--- src/rtl/alu_writeback_pkg.sv ---
// Shared encodings for the alu_writeback block: writeback opcodes, FSM states,
// jump-offset width and the captured ALU flag record.
package alu_writeback_pkg;

  localparam int JT_W = 8;

  localparam logic [2:0] WB_NONE = 3'd0;
  localparam logic [2:0] WB_A    = 3'd1;
  localparam logic [2:0] WB_X    = 3'd2;
  localparam logic [2:0] WB_JEQ  = 3'd3;
  localparam logic [2:0] WB_JGT  = 3'd4;
  localparam logic [2:0] WB_JGE  = 3'd5;
  localparam logic [2:0] WB_JSET = 3'd6;

  localparam logic [1:0] ST_IDLE   = 2'd0;
  localparam logic [1:0] ST_WAIT   = 2'd1;
  localparam logic [1:0] ST_COMMIT = 2'd2;

  typedef struct packed {
    logic set;
    logic eq;
    logic gt;
    logic ge;
  } flags_t;

  // Unknown opcodes collapse to WB_NONE so they retire without touching state.
  function automatic logic [2:0] wb_op_norm(input logic [2:0] op);
    return (op > WB_JSET) ? WB_NONE : op;
  endfunction

endpackage

--- src/rtl/alu_writeback_if.sv ---
// Controller command and ALU result handshakes feeding alu_writeback.
interface alu_writeback_if #(
  parameter int DATA_WIDTH = 32,
  parameter int PC_WIDTH   = 10
);
  logic                  cmd_vld;
  logic                  cmd_rdy;
  logic [2:0]            cmd_op;
  logic [PC_WIDTH-1:0]   cmd_pc;
  logic [7:0]            cmd_jt;
  logic [7:0]            cmd_jf;
  logic [DATA_WIDTH-1:0] ALU_out;
  logic                  set;
  logic                  eq;
  logic                  gt;
  logic                  ge;
  logic                  ALU_vld;
  logic                  ALU_ack;

  modport master (
    output cmd_vld, cmd_op, cmd_pc, cmd_jt, cmd_jf, ALU_out, set, eq, gt, ge, ALU_vld,
    input  cmd_rdy, ALU_ack
  );

  modport slave (
    input  cmd_vld, cmd_op, cmd_pc, cmd_jt, cmd_jf, ALU_out, set, eq, gt, ge, ALU_vld,
    output cmd_rdy, ALU_ack
  );
endinterface

--- src/rtl/wb_jmp_calc.sv ---
// Conditional-jump resolver: picks jt/jf from the op's flag and forms pc+1+offset,
// reporting any carry past PC_WIDTH so the top can trap out-of-range targets.
module wb_jmp_calc
  import alu_writeback_pkg::*;
#(
  parameter int PC_WIDTH = 10
) (
  input  logic [2:0]          op,
  input  logic [PC_WIDTH-1:0] pc,
  input  logic [JT_W-1:0]     jt,
  input  logic [JT_W-1:0]     jf,
  input  flags_t              flg,
  output logic                is_jmp,
  output logic [PC_WIDTH-1:0] target,
  output logic                carry
);
  localparam int SW = PC_WIDTH + JT_W + 1;

  logic          cond;
  logic [SW-1:0] sum;

  always_comb begin
    is_jmp = 1'b1;
    cond   = 1'b0;
    case (op)
      WB_JEQ:  cond = flg.eq;
      WB_JGT:  cond = flg.gt;
      WB_JGE:  cond = flg.ge;
      WB_JSET: cond = flg.set;
      default: is_jmp = 1'b0;
    endcase
  end

  assign sum    = SW'(pc) + SW'(1) + SW'(cond ? jt : jf);
  assign target = sum[PC_WIDTH-1:0];
  assign carry  = |sum[SW-1:PC_WIDTH];

endmodule

--- src/rtl/alu_writeback.sv ---
// Holds one writeback command, waits for the ALU result, then retires it into A/X
// or resolves a conditional jump. Define ALU_WB_PC_TRAP_EN to add the pc_trap output.
module alu_writeback
  import alu_writeback_pkg::*;
#(
  parameter int DATA_WIDTH = 32,
  parameter int PC_WIDTH   = 10
) (
  input  logic                  clk,
  input  logic                  rst_n,
  alu_writeback_if.slave        bus,
  output logic [DATA_WIDTH-1:0] A_q,
  output logic [DATA_WIDTH-1:0] X_q,
  output logic                  pc_load,
  output logic [PC_WIDTH-1:0]   pc_next,
`ifdef ALU_WB_PC_TRAP_EN
  output logic                  pc_trap,
`endif
  output logic                  wb_done
);
  logic [1:0]            state;
  logic [2:0]            op_q;
  logic [2:0]            op_in;
  logic [PC_WIDTH-1:0]   pc_q;
  logic [JT_W-1:0]       jt_q;
  logic [JT_W-1:0]       jf_q;
  logic [DATA_WIDTH-1:0] res_q;
  flags_t                flg_q;
  logic                  is_jmp;
  logic                  carry;
  logic [PC_WIDTH-1:0]   target;

  // Ready is masked by reset so the controller never sees a stale accept window.
  assign bus.cmd_rdy = rst_n && (state == ST_IDLE);
  assign bus.ALU_ack = (state == ST_WAIT) && bus.ALU_vld;
  assign op_in       = wb_op_norm(bus.cmd_op);

  wb_jmp_calc #(.PC_WIDTH(PC_WIDTH)) u_jmp (
    .op     (op_q),
    .pc     (pc_q),
    .jt     (jt_q),
    .jf     (jf_q),
    .flg    (flg_q),
    .is_jmp (is_jmp),
    .target (target),
    .carry  (carry)
  );

`ifndef ALU_WB_PC_TRAP_EN
  logic unused_carry;
  assign unused_carry = carry;
`endif

  always_ff @(posedge clk or negedge rst_n) begin
    if (!rst_n) begin
      state   <= ST_IDLE;
      op_q    <= WB_NONE;
      pc_q    <= '0;
      jt_q    <= '0;
      jf_q    <= '0;
      res_q   <= '0;
      flg_q   <= '0;
      A_q     <= '0;
      X_q     <= '0;
      pc_load <= 1'b0;
      pc_next <= '0;
      wb_done <= 1'b0;
`ifdef ALU_WB_PC_TRAP_EN
      pc_trap <= 1'b0;
`endif
    end else begin
      pc_load <= 1'b0;
      wb_done <= 1'b0;
      case (state)
        ST_IDLE: if (bus.cmd_vld) begin
          op_q  <= op_in;
          pc_q  <= bus.cmd_pc;
          jt_q  <= bus.cmd_jt;
          jf_q  <= bus.cmd_jf;
          state <= (op_in == WB_NONE) ? ST_COMMIT : ST_WAIT;
        end
        ST_WAIT: if (bus.ALU_vld) begin
          res_q <= bus.ALU_out;
          flg_q <= '{set: bus.set, eq: bus.eq, gt: bus.gt, ge: bus.ge};
          state <= ST_COMMIT;
        end
        ST_COMMIT: begin
          state   <= ST_IDLE;
          wb_done <= 1'b1;
          if (op_q == WB_A) A_q <= res_q;
          if (op_q == WB_X) X_q <= res_q;
          if (is_jmp) begin
`ifdef ALU_WB_PC_TRAP_EN
            if (carry) begin
              pc_trap <= 1'b1;
            end else begin
              pc_load <= 1'b1;
              pc_next <= target;
            end
`else
            pc_load <= 1'b1;
            pc_next <= target;
`endif
          end
        end
        default: state <= ST_IDLE;
      endcase
    end
  end

endmodule

--- src/flat_wrapper.sv ---
// flat-port wrapper written by rule: the top's interface ports become plain ports
module alu_writeback_flat import alu_writeback_pkg::*;
#(
  parameter int DATA_WIDTH = 32,
  parameter int PC_WIDTH   = 10
)
  (clk, rst_n, A_q, X_q, pc_load, pc_next, wb_done, bus_cmd_vld, bus_cmd_op, bus_cmd_pc, bus_cmd_jt, bus_cmd_jf, bus_ALU_out, bus_set, bus_eq, bus_gt, bus_ge, bus_ALU_vld, bus_cmd_rdy, bus_ALU_ack);
  alu_writeback_if #(.DATA_WIDTH(DATA_WIDTH), .PC_WIDTH(PC_WIDTH)) bus_i ();
  input  logic clk;
  input  logic rst_n;
  output logic [DATA_WIDTH-1:0] A_q;
  output logic [DATA_WIDTH-1:0] X_q;
  output logic pc_load;
  output logic [PC_WIDTH-1:0] pc_next;
  output logic wb_done;
  input wire logic [$bits(bus_i.cmd_vld)-1:0] bus_cmd_vld;
  input wire logic [$bits(bus_i.cmd_op)-1:0] bus_cmd_op;
  input wire logic [$bits(bus_i.cmd_pc)-1:0] bus_cmd_pc;
  input wire logic [$bits(bus_i.cmd_jt)-1:0] bus_cmd_jt;
  input wire logic [$bits(bus_i.cmd_jf)-1:0] bus_cmd_jf;
  input wire logic [$bits(bus_i.ALU_out)-1:0] bus_ALU_out;
  input wire logic [$bits(bus_i.set)-1:0] bus_set;
  input wire logic [$bits(bus_i.eq)-1:0] bus_eq;
  input wire logic [$bits(bus_i.gt)-1:0] bus_gt;
  input wire logic [$bits(bus_i.ge)-1:0] bus_ge;
  input wire logic [$bits(bus_i.ALU_vld)-1:0] bus_ALU_vld;
  output wire logic [$bits(bus_i.cmd_rdy)-1:0] bus_cmd_rdy;
  output wire logic [$bits(bus_i.ALU_ack)-1:0] bus_ALU_ack;
  assign bus_i.cmd_vld = bus_cmd_vld;
  assign bus_i.cmd_op = bus_cmd_op;
  assign bus_i.cmd_pc = bus_cmd_pc;
  assign bus_i.cmd_jt = bus_cmd_jt;
  assign bus_i.cmd_jf = bus_cmd_jf;
  assign bus_i.ALU_out = bus_ALU_out;
  assign bus_i.set = bus_set;
  assign bus_i.eq = bus_eq;
  assign bus_i.gt = bus_gt;
  assign bus_i.ge = bus_ge;
  assign bus_i.ALU_vld = bus_ALU_vld;
  assign bus_cmd_rdy = bus_i.cmd_rdy;
  assign bus_ALU_ack = bus_i.ALU_ack;
  alu_writeback #(.DATA_WIDTH(DATA_WIDTH), .PC_WIDTH(PC_WIDTH)) u_core (.clk(clk), .rst_n(rst_n), .bus(bus_i), .A_q(A_q), .X_q(X_q), .pc_load(pc_load), .pc_next(pc_next), .wb_done(wb_done));
endmodule
--- config.mk ---
export PLATFORM = sky130hd
export DESIGN_NAME = alu_writeback_flat
export DESIGN_NICKNAME = d
export VERILOG_FILES = /design/src/rtl/alu_writeback_pkg.sv /design/src/rtl/alu_writeback_if.sv /design/src/rtl/wb_jmp_calc.sv /design/src/rtl/alu_writeback.sv /design/src/flat_wrapper.sv
export SDC_FILE = /design/constraint.sdc
export NUM_CORES = 1
export LEC_CHECK = 0
export ABC_CLOCK_PERIOD_IN_PS = 6600
export CAP_MARGIN = 25
export CORE_ASPECT_RATIO = 1.4
export CORE_MARGIN = 3
export CORE_UTILIZATION = 48
export CTS_CLUSTER_DIAMETER = 80
export CTS_CLUSTER_SIZE = 16
export DETAILED_ROUTE_END_ITERATION = 12
export GPL_ROUTABILITY_DRIVEN = 0
export PLACE_DENSITY = 0.78
export SYNTH_ARGS = -nofsm -noshare
export SYNTH_HDL_FRONTEND = slang
export SYNTH_SLANG_ARGS = --single-unit
--- constraint.sdc ---
create_clock -name clk -period 6.6 [get_ports clk]
set_input_delay 1.32 -clock clk [delete_from_list [all_inputs] [get_ports clk]]
set_output_delay 1.32 -clock clk [all_outputs]
set_load 0.02 [all_outputs]
; ---- Word level (Yosys, flattened, before mapping)
; Cells that the tools add are included.
[op_classes]
n_mux = 11
n_addsub = 2
magnitude_cmp = 1
eq_ne = 10
reduce_logical = 11
[op_table]
columns = op, n
row1 = AND reduction 2 bit, 6
row2 = "adder 10 x 1 -> 10 bit, second input constant", 1
row3 = adder 10 x 8 -> 10 bit, 1
row4 = "equality test 3 bit, second input constant", 3
row5 = two-way mux 8 bit, 1
row6 = "equality test 3 x 2 -> 1 bit, second input constant", 2
row7 = two-way mux 2 bit, 3
row8 = two-way mux 1 bit, 4
row9 = "inequality test 2 bit, second input constant", 2
row10 = case mux 1 bit (4 select lines), 1
row11 = case mux 2 bit (2 select lines), 1
row12 = OR reduction 4 bit, 1
row13 = "equality test 3 x 1 -> 1 bit, second input constant", 1
row14 = "greater-than comparator 3 bit, second input constant", 1
row15 = zero test 3 bit, 1
row16 = two-way mux 3 bit, 1
row17 = "equality test 2 x 1 -> 1 bit, second input constant", 1
row18 = "equality test 2 bit, second input constant", 1
row19 = logical AND 1 bit, 2
row20 = zero test 2 bit, 1
[word_totals]
ff_bits = 143
word_cells = 50
output_inout_bits = 78

; ---- Depth between registers and ports, before layout
; Gate-level depths: netlist of run 1.
[depth]
word_depth = 6
mapped_depth = 14
ltp_nobuf = 13

; ---- Cells and area by module
; A second synthesis of run 1 with hierarchy kept.
[unflattened]
cells_unflattened = 408
hier_area_um2 = 6052.1
[by_module_without_submodules]
columns = mod, instances, area_each_um2, cells_per_inst
row1 = alu_writeback, 1, 5413.9, 322
row2 = wb_jmp_calc, 1, 638.1, 86

; ---- Least setup slack after synthesis of run 1
; No wires, ideal clock.
[synth_path]
kind = input to output
start = input port bus_ALU_vld
end = output port bus_ALU_ack
path_slack_ps = 3348
required_ps = 5280
path_stages = 3
path_buffers = 1
arrival_time_ps = 1932
cell_sequence = nand3b_1 inv_2 buf_1
[synth_via]
elab_chain_cells = 1
[synth_rtl]
columns = item, line_no
row1 = "start, declared", flat_wrapper.sv:26  ; input wire logic [$bits(bus_i.ALU_vld)-1:0] bus_ALU_vld;
row2 = logical AND 1 bit, alu_writeback.sv:35  ; assign bus.ALU_ack = (state == ST_WAIT) && bus.ALU_vld;
row3 = "end, declared", flat_wrapper.sv:28  ; output wire logic [$bits(bus_i.ALU_ack)-1:0] bus_ALU_ack;
; No other way between the ends.

; ---- Worst setup path in the final report of run 1
; Same ends and word-level chain as after synthesis.

==> metrics, run 1 <==
Yosys top cell area share=58.1%; synth warn=0; hold path depth=2; RSZ-0062 raised after global routing=no; status=complete, no violations; cell area after layout=8310 um2; peak supply drop=0.000292 V; period utilization=69.0%; top cells by count, synth=208 x nand2_1, 143 x dfrtp_1, 60 x mux2_4; metal3 WL=769 um; first-pass GRT wire length=22,300 um; cell taking the most area after synthesis=dfrtp_1; Root Driver=clkbuf_16; count of different cell masters after synthesis=43; routed vias/inst=5.12; Bufs on Longest Clock Path=2; Starting DRT DRC Count=119; postcts setup bufs=0; Hold Crit Class=flop to flop; Tmin final=4.55 ns; Die Y=140 um; post-synthesis cell area=6160 um2; syn avg cell area=11.7 um2; P&R area growth vs syn=34.9%; clock latency on the worst-skew pair=0.41 ns; total congestion overflow=0; Area after DPL=7680 um2; R2R setup slack=3.54 ns; Post-Route WL=14,000 um; Post-synth ARST share=100%; port bufs=146; Fillers=936; layout cells sized above 1=17.0%; TritonCTS clock tree=done; Final Slew Violations=0; initial antenna violation count=0; Switch Pwr=1.51 mW; Clk pin slew, worst setup/hold paths=0.06 ns; EDFF count, synth=0; final setup TNS=0 ns; CP max FO=37; post-CTS resize count=0; vias in the first global route=4,408; final hold vios=0; # hold bufs at CTS=0; Top Metal Used=met4; Post-Syn Instances=526; largest cells by area after synthesis=dfrtp_1 58%, mux2_4 15%, nand2_1 13%; Static Leak=4.20 nW; Chip Width=102 um; Crit Path Category=input port to output port; Seq/Total Area, Yosys=58.1%; largest net degree at the start of global routing=79; element type at the critical path start=input port; H-tree depth=4; CP Capture Type=output port; final setup violation count=0; clock sink total=143; Worst Max-Slew Pin Slew=0.971 ns; Clk pwr share=22.2%; floorplan row count=48; DRT met1 WL=5620 um; met2 WL post-DR=7390 um; core area=12,400 um2; pwr dens=515 nW/um2; Vias=4,269; Main synth FF type=dfrtp_1; initial core utilization=49.5%; Peak Freq=220 MHz; Setup Skew=0.00934 ns; final net count=749; syn_nets=604; Tot GR Track Use=20.1%; first-pass iteration count of the detailed router=4; cell-internal power=2.76 mW; Reg power frac=36.4%; IO Count=147; Worst R2R Path Depth=11; Max Cap Viol=0; CP required=5.28 ns; worst endpoint data arrival time=3.23 ns; DRC errors left=0; diode count=0; Routed Antenna Nets=0; Yosys reg bits=143; combinational share of power=41.4%; switching portion of total power=35.4%; die area=14,200 um2; average wire per cell in the routed design=16.8 um; Final HPWL DP=9590 um; worst slew margin relative to its limit=35.3%; most common cell in the netlist=nand2_1; Num CTS Buffers=17
cell usage in the layout (no fill, tap or decap), drive strengths merged, types with 3 or more instances in the layout:
| master | count |
|---|---|
| a211oi | 3 |
| a21boi | 3 |
| a21oi | 4 |
| and2 | 3 |
| buf | 4 |
| clkbuf | 18 |
| clkdlybuf4s50 | 145 |
| clkinv | 3 |
| clkinvlp | 6 |
| dfrtp | 143 |
| ha | 8 |
| inv | 8 |
| mux2 | 72 |
| nand2 | 208 |
| nand3 | 6 |
| nand3b | 5 |
| nor2 | 4 |
| o21ai | 12 |
| o31ai | 3 |
| xnor2 | 3 |
worst max-delay path, cell delays in order:
cell	delay (ns)
clkdlybuf4s50_1	0.51
nand3b_1	0.12
inv_2	0.53
clkdlybuf4s50_1	0.74
through the flow:
stage	util (%)	std cells	setup slack (ns)	power [mW]	hold slack (ns)
6_report	66.8	834	2.05	4.28	0.469
5_1_grt	66.8	834	1.95	4.54	0.479
4_1_cts	66.6	833	2.04	4.31	0.474
3_5_place_dp	61.8	801	2.05	3.33	0.459
3_3_place_gp	61.8	801	2.08	3.26	0.455
2_1_floorplan	-	526	3.35	2.63	0.440
sequential cells by signal, summed over array words and instances, names as in the netlist:
signal / cells
u_core.state: 2
u_core.flg_q: 4
u_core.res_q: 32
u_core.pc_load: 1
u_core.wb_done: 1
u_core.pc_q: 10
u_core.A_q: 32
u_core.pc_next: 10
u_core.jt_q: 8
u_core.op_q: 3
u_core.jf_q: 8
u_core.X_q: 32
routing by layer:
layer	global-route usage (%)	vias to the layer above
met2	34.9	136
met3	4.43	17
met5	0	-
met1	24.4	2103
met4	7.00	0
li1	-	2013
cell type report:
class | count | area, um2 | area share [%]
clock inverter | 14 | 160 | 1.93
timing repair buffer | 149 | 1510 | 18.1
inverter | 5 | 18.8 | 0.226
sequential | 143 | 3580 | 43.1
clock buffer | 18 | 439 | 5.29
multi-input combinational | 355 | 2420 | 29.1
tap | 150 | 188 | 2.26
power by group through the flow:
stage               Clock (mW)  Sequential, mW  Combinational, mW
floorplan                    0            1.72              0.909
global placement             0            1.54               1.72
detailed placement           0            1.56               1.76
CTS                      0.970            1.56               1.78
global route              1.01            1.60               1.92
finish                   0.952            1.56               1.77
worst paths after layout:
path                                            start                       endpoint
max                                       bus_ALU_vld                    bus_ALU_ack
min                        u_core.jf_q[3]$_DFFE_PN0P_     u_core.jf_q[3]$_DFFE_PN0P_
max reg2reg                u_core.op_q[1]$_DFFE_PN0P_  u_core.pc_next[8]$_DFFE_PN0P_
min reg2reg                u_core.jf_q[3]$_DFFE_PN0P_     u_core.jf_q[3]$_DFFE_PN0P_
max in group asynchronous                       rst_n     u_core.A_q[17]$_DFFE_PN0P_
min in group asynchronous                       rst_n      u_core.A_q[7]$_DFFE_PN0P_
logic make-up (layout without fill, tap and decap cells):
| family | count (synthesis) | in the layout | synth area share, % |
|---|---|---|---|
| multiplexers | 74 | 74 | 17.2 |
| AO/OA/AOI/OAI | 30 | 30 | 3.23 |
| adder cells (fa/ha/maj) | 9 | 9 | 1.95 |
| XOR/XNOR | 5 | 5 | 0.712 |
| flip-flops | 143 | 143 | 58.1 |
| AND/OR/NAND/NOR | 237 | 237 | 16.2 |
| buffers and inverters | 28 | 186 | 2.62 |
No activity file was read; power rests on OpenSTA's default activity.
==> inputs of run 2 (changes only) <==
--- a/config.mk
+++ b/config.mk
@@ -5,16 +5,16 @@
 export SDC_FILE = /design/constraint.sdc
 export NUM_CORES = 1
 export LEC_CHECK = 0
-export ABC_CLOCK_PERIOD_IN_PS = 6600
+export ABC_CLOCK_PERIOD_IN_PS = 3800
 export CAP_MARGIN = 25
 export CORE_ASPECT_RATIO = 1.4
 export CORE_MARGIN = 3
-export CORE_UTILIZATION = 48
+export CORE_UTILIZATION = 45
 export CTS_CLUSTER_DIAMETER = 80
 export CTS_CLUSTER_SIZE = 16
 export DETAILED_ROUTE_END_ITERATION = 12
 export GPL_ROUTABILITY_DRIVEN = 0
-export PLACE_DENSITY = 0.78
+export PLACE_DENSITY = 0.76
 export SYNTH_ARGS = -nofsm -noshare
 export SYNTH_HDL_FRONTEND = slang
 export SYNTH_SLANG_ARGS = --single-unit
==> constraint.sdc (replaced) <==
create_clock -name clk -period 3.8 [get_ports clk]
set_input_delay 0.76 -clock clk [delete_from_list [all_inputs] [get_ports clk]]
set_output_delay 0.76 -clock clk [all_outputs]
set_load 0.02 [all_outputs]
==> run 2 against run 1 <==
Compared with the run above: global-route usage is 0.78 points lower; combinational power is 73% higher; critical path depth is 7 higher; wire length is 0.59% higher; sequential share of layout area hardly changed; die area is 6.3% higher; clock skew is 0.00056 ns higher; cell area hardly changed; clock power is 63% higher; critical endpoint is now u_core.pc_next[9]$_DFFE_PN0P_.
==> metrics, run 2 (synthesis results as in run 1) <==
CP required=4.15 ns (was 5.28 ns); final setup TNS=0 ns (unchanged); footprint of the multi-input gates=2420 um2 (unchanged); Chip Width=105 um (was 102 um); Static Leak=4.20 nW (about the same); final hold vios=0 (unchanged); Tmin final=3.00 ns; Routed Antenna Nets=0 (unchanged); Storage cell area=3580 um2 (unchanged); P&R area growth vs syn=35.0% (was 34.9%); element type at the critical path start=flop (was input port); Worst Max-Slew Pin Slew=1.01 ns (was 0.971 ns); clock latency on the worst-skew pair=0.41 ns (about the same); peak supply drop=0.000503 V (was 0.000292 V); # hold bufs at CTS=0 (unchanged); most common cell after layout, fill and taps aside=nand2_1 (unchanged); Starting DRT DRC Count=125 (was 119); Top Metal Used=met4 (unchanged); Max Cap Viol=0 (unchanged); floorplan row count=49 (was 48); Final HPWL DP=9590 um (about the same); CP Capture Type=flop (was output port); RSZ-0062 raised after global routing=no (unchanged); met2 WL post-DR=7590 um (was 7390 um); Fillers=1,061 (was 936); largest net degree at the start of global routing=87 (was 79); CP max FO=8 (was 37); Bufs on Longest Clock Path=2 (unchanged); Clk pin slew, worst setup/hold paths=0.06 ns (about the same); min setup slack post-route=0.799 ns (was 2.05 ns); first-pass iteration count of the detailed router=4 (unchanged); first-pass GRT wire length=23,100 um (was 22,300 um); postcts setup bufs=0 (unchanged); final setup violation count=0 (unchanged); reg-to-reg critical path startpoint=u_core.op_q[1]$_DFFE_PN0P_ (unchanged); initial antenna violation count=1 (was 0); dpl ws=0.839 ns (was 2.05 ns); layout cells sized above 1=17.2% (was 17.0%); DRT met1 WL=5670 um (was 5620 um); Hold Crit Class=input port to async pin (was flop to flop); commonest cells after routing, fill and taps aside=208 x nand2_1, 145 x clkdlybuf4s50_1, 143 x dfrtp_1 (unchanged); Die Y=144 um (was 140 um); Vias=4,240 (was 4,269); cell area after layout=8310 um2 (about the same); die area=15,100 um2 (was 14,200 um2); routed vias/inst=4.90 (was 5.12); worst slew margin relative to its limit=32.6% (was 35.3%); Final Power=7.32 mW (was 4.28 mW); TritonCTS clock tree=done (unchanged); Setup Skew=0.00990 ns (was 0.00934 ns); initial core utilization=46.9% (was 49.5%); post-CTS resize count=0 (unchanged); Worst Setup SP=u_core.op_q[1]$_DFFE_PN0P_ (was bus_ALU_vld); total congestion overflow=0 (unchanged); Largest regs=u_core.A_q x32, u_core.X_q x32, u_core.res_q x32 (unchanged); vias in the first global route=4,646 (was 4,408); clock sink total=143 (unchanged); metal3 WL=581 um (was 769 um); average wire per cell in the routed design=16.3 um (was 16.8 um); Area after DPL=7730 um2 (was 7680 um2); IO Count=147 (unchanged); status=complete, no violations (unchanged); port bufs=146 (unchanged); Crit Path Category=flop to flop (was input port to output port); Final Slew Violations=0 (unchanged); core area=13,100 um2 (was 12,400 um2); Root Driver=clkbuf_16 (unchanged); Num CTS Buffers=17 (unchanged); worst endpoint data arrival time=3.35 ns (was 3.23 ns); period utilization=79.0%; H-tree depth=4 (unchanged); Post-Route WL=14,100 um (was 14,000 um); Peak Freq=333 MHz; final net count=751 (was 749); DRC errors left=0 (unchanged); Tot GR Track Use=19.3% (was 20.1%); pwr dens=881 nW/um2 (was 515 nW/um2)
==> run 2: cell types whose count changed in the layout (fill, tap and decap cells not counted), sizes merged <==
cell,delta
bufinv,-2
buf,+2
clkinvlp,-3
inv,+6
diode,+1
clkbuf,-1
==> run 2: report_power, final <==
part | switching [mW] | internal (mW)
clock | 0.691 | 0.856
combinational | 1.47 | 1.60
sequential | 0.497 | 2.21
total | 2.66 | 4.67
==> run 2: worst max-delay path, stage by stage (launching register included) <==
cell,delay [ns]
dfrtp_1,0.49
mux2i_1,0.16
o21ai_0,0.18
nand2_1,0.09
o21ai_2,0.18
mux2_2,0.39
ha_1,0.32
a21oi_1,0.26
a21boi_1,0.13
a21boi_1,0.17
or4b_1,0.49
nand3_1,0.09
==> run 2: routing by layer <==
metal | track usage [%] | vias up
met1 | 22.3 | 2091
li1 | - | 2019
met2 | 35.5 | 115
met4 | 6.57 | 0
met5 | 0 | -
met3 | 4.42 | 15
==> run 2: path summary, 6_finish.rpt <==
check	cells past startpoint	slack, ns	endpoint
max in group asynchronous	4	2.16	u_core.X_q[8]$_DFFE_PN0P_
worst min register to register	2	0.48	u_core.pc_next[3]$_DFFE_PN0P_
worst min-delay path	2	0.48	u_core.A_q[24]$_DFFE_PN0P_
worst max-delay path	11	0.80	u_core.pc_next[9]$_DFFE_PN0P_
worst max register to register	11	0.80	u_core.pc_next[9]$_DFFE_PN0P_
min in group clk	2	0.48	u_core.pc_next[3]$_DFFE_PN0P_
==> run 2: through the flow <==
step	utilization [%]	cells	hold slack, ns
final	63.3	865	0.478
after global routing	63.3	865	0.500
after CTS	63.1	863	0.487
after detailed placement	58.9	831	0.470
after global placement	58.9	831	0.465
after floorplan	-	526	0.440
==> run 2: layout make-up <==
| type | count | share of cell area, % |
|---|---|---|
| flip-flops and latches | 143 | 43.1 |
| multi-input cells | 355 | 29.1 |
| repair buffers | 151 | 18.3 |
| clock inverters | 15 | 1.51 |
| inverters | 5 | 0.226 |
| diodes | 1 | 0.0301 |
| clock buffers | 17 | 5.12 |
| well taps | 178 | 2.68 |
==> inputs of run 3 (changes only) <==
--- a/config.mk
+++ b/config.mk
@@ -5,7 +5,7 @@
 export SDC_FILE = /design/constraint.sdc
 export NUM_CORES = 1
 export LEC_CHECK = 0
-export ABC_CLOCK_PERIOD_IN_PS = 3800
+export ABC_CLOCK_PERIOD_IN_PS = 2400
 export CAP_MARGIN = 25
 export CORE_ASPECT_RATIO = 1.4
 export CORE_MARGIN = 3
==> constraint.sdc (replaced) <==
create_clock -name clk -period 2.4 [get_ports clk]
set_input_delay 0.48 -clock clk [delete_from_list [all_inputs] [get_ports clk]]
set_output_delay 0.48 -clock clk [all_outputs]
set_load 0.02 [all_outputs]
==> run 3 against run 2 <==
Compared with the run above: critical path depth rose by 1; highest routed layer unchanged; combinational power rose by 90%; die area did not move; setup slack got worse by 1.0 ns; first-iteration DRC count rose by 45%; hold slack got worse by 0.28 ns; the run now ends with setup timing left; global-route usage rose by 1.1 points.
==> metrics, run 3 (synthesis results as in run 1) <==
status=finished, violations left (was complete, no violations); failing checks=setup timing; Peak Freq=379 MHz (was 333 MHz); reg-to-reg critical path startpoint=u_core.op_q[1]$_DFFE_PN0P_ (unchanged); Crit Path Category=flop to flop (unchanged); Root Driver=clkbuf_16 (unchanged); port bufs=146 (unchanged); Area after DPL=8030 um2 (was 7730 um2); core area=13,100 um2 (unchanged); Vias=4,395 (was 4,240); Tmin final=2.64 ns (was 3.00 ns); footprint of the multi-input gates=2570 um2 (was 2420 um2); final hold vios=0 (unchanged); die area=15,100 um2 (unchanged); vias in the first global route=4,747 (was 4,646); total congestion overflow=0 (unchanged); average wire per cell in the routed design=16.9 um (was 16.3 um); DRC errors left=0 (unchanged); critical path's slowest cell=or4b_1 (was dfrtp_1); Final Slew Violations=0 (unchanged); Fillers=1,006 (was 1,061); Crit path max-delay family=simple AND/OR/NAND/NOR gates (was compound AO/OA/AOI/OAI gates); min setup slack post-route=-0.241 ns (was 0.799 ns); final net count=774 (was 751); Worst Max-Slew Pin Slew=0.743 ns (was 1.01 ns); CP max FO=8 (unchanged); diode count=0 (was 1); Final HPWL DP=10,100 um (was 9590 um); layout cells sized above 1=22.3% (was 17.2%); floorplan row count=49 (unchanged); IO Count=147 (unchanged); clock sink total=143 (unchanged); Clk pin slew, worst setup/hold paths=0.06 ns (about the same); Max stage delay on crit path=0.47 ns (was 0.49 ns); Chip Width=105 um (unchanged); Largest regs=u_core.A_q x32, u_core.X_q x32, u_core.res_q x32 (unchanged); Num CTS Buffers=17 (unchanged); Die Y=144 um (unchanged); worst path buffer plus inverter count=1 (was 0); Post-Place Cells=852 (was 831); Starting DRT DRC Count=181 (was 125); critical-path cell list=nand3b_1 -> o21ai_1 -> nand2_1 -> o21ai_4 -> buf_4 -> mux2_4 -> ha_4 -> a21oi_2 -> and2_4 -> a21boi_2 -> or4b_1 -> nand3_1 (was mux2i_1 -> o21ai_0 -> nand2_1 -> o21ai_2 -> mux2_2 -> ha_1 -> a21oi_1 -> a21boi_1 -> a21boi_1 -> or4b_1 -> nand3_1); worst endpoint data arrival time=2.98 ns (was 3.35 ns); initial core utilization=46.9% (unchanged); period utilization=110% (was 79.0%); Routed Antenna Nets=0 (unchanged); clock latency on the worst-skew pair=0.41 ns (about the same); final setup violation count=6 (was 0); Hold Crit Class=input port to async pin (unchanged); Tot GR Track Use=20.4% (was 19.3%); Levels on crit path=12 (was 11); P&R area growth vs syn=41.1% (was 35.0%); Bufs on Longest Clock Path=2 (unchanged); # hold bufs at CTS=0 (unchanged); initial antenna violation count=0 (was 1); Storage cell area=3580 um2 (unchanged); Worst R2R Path Depth=12 (was 11); most common cell after layout, fill and taps aside=nand2_1 (unchanged); Setup Skew=0.00998 ns (was 0.00990 ns); TritonCTS clock tree=done (unchanged); cell area after layout=8690 um2 (was 8310 um2); Post-Route WL=15,000 um (was 14,100 um); Static Leak=4.39 nW (was 4.20 nW); largest net degree at the start of global routing=144 (was 87); RSZ-0062 raised after global routing=yes (was no); first-pass GRT wire length=24,200 um (was 23,100 um); worst slew margin relative to its limit=50.4% (was 32.6%); element type at the critical path start=flop (unchanged); Max Cap Viol=0 (unchanged); first-pass iteration count of the detailed router=6 (was 4); CP Capture Type=flop (unchanged); CP required=2.74 ns (was 4.15 ns); peak supply drop=0.000899 V (was 0.000503 V); routed vias/inst=4.97 (was 4.90); H-tree depth=4 (unchanged); commonest cells after routing, fill and taps aside=208 x nand2_1, 144 x clkdlybuf4s50_1, 143 x dfrtp_1 (was 208 x nand2_1, 145 x clkdlybuf4s50_1, 143 x dfrtp_1); Worst Setup SP=u_core.op_q[1]$_DFFE_PN0P_ (unchanged); pwr dens=1460 nW/um2 (was 881 nW/um2); fin cells=885 (was 865)
[run 3: final cells by class]
| class | count | share of cell area [%] |
|---|---|---|
| clock buffers | 21 | 5.41 |
| clock inverters | 9 | 1.27 |
| inverters | 5 | 0.216 |
| multi-input cells | 355 | 29.6 |
| flip-flops and latches | 143 | 41.2 |
| well taps | 178 | 2.56 |
| repair buffers | 174 | 19.7 |
[run 3: worst paths after layout]
check                                                endpoint  slack (ns)
worst max register to register  u_core.pc_next[9]$_DFFE_PN0P_       -0.24
worst min register to register  u_core.pc_next[2]$_DFFE_PN0P_        0.48
worst min-delay path             u_core.res_q[29]$_DFFE_PN0P_        0.19
min in group clk                u_core.pc_next[2]$_DFFE_PN0P_        0.48
worst max-delay path            u_core.pc_next[9]$_DFFE_PN0P_       -0.24
max in group asynchronous        u_core.res_q[11]$_DFFE_PN0P_        1.67
[run 3: repair_timing]
item	in CTS	in global routing
setup endpoints to repair	6	9
pin swaps	9	2
buffers inserted	2	1
resized for setup	16	2
[run 3: layer usage]
| layer | GRT usage, % | vias to the layer above | part of all wire (%) |
|---|---|---|---|
| li1 | - | 2056 | - |
| met1 | 24.4 | 2187 | 41 |
| met2 | 35.8 | 128 | 53 |
| met3 | 4.91 | 24 | 4.3 |
| met4 | 8.02 | 0 | 2.0 |
| met5 | 0 | - | 0 |
[run 3: per-stage QoR]
step / util, % / setup TNS, ns / total power, mW / setup WS [ns] / hold slack, ns
6_report: 66.2 / -1.00 / 12.7 / -0.241 / 0.194
5_1_grt: 66.2 / -1.86 / 13.5 / -0.364 / 0.233
4_1_cts: 66.1 / -0.776 / 12.8 / -0.175 / 0.227
3_5_place_dp: 61.2 / -1.09 / 9.90 / -0.291 / 0.469
3_3_place_gp: 61.2 / -0.672 / 9.65 / -0.207 / 0.467
2_1_floorplan: - / -0.453 / 7.53 / -0.200 / 0.184
[run 3: power breakdown]
part	total, mW	internal, mW	switching, mW	leakage, nW
Sequential	4.30	3.50	0.795	1.83
Clock	2.59	1.60	0.986	0.277
Combinational	5.83	3.15	2.69	2.28
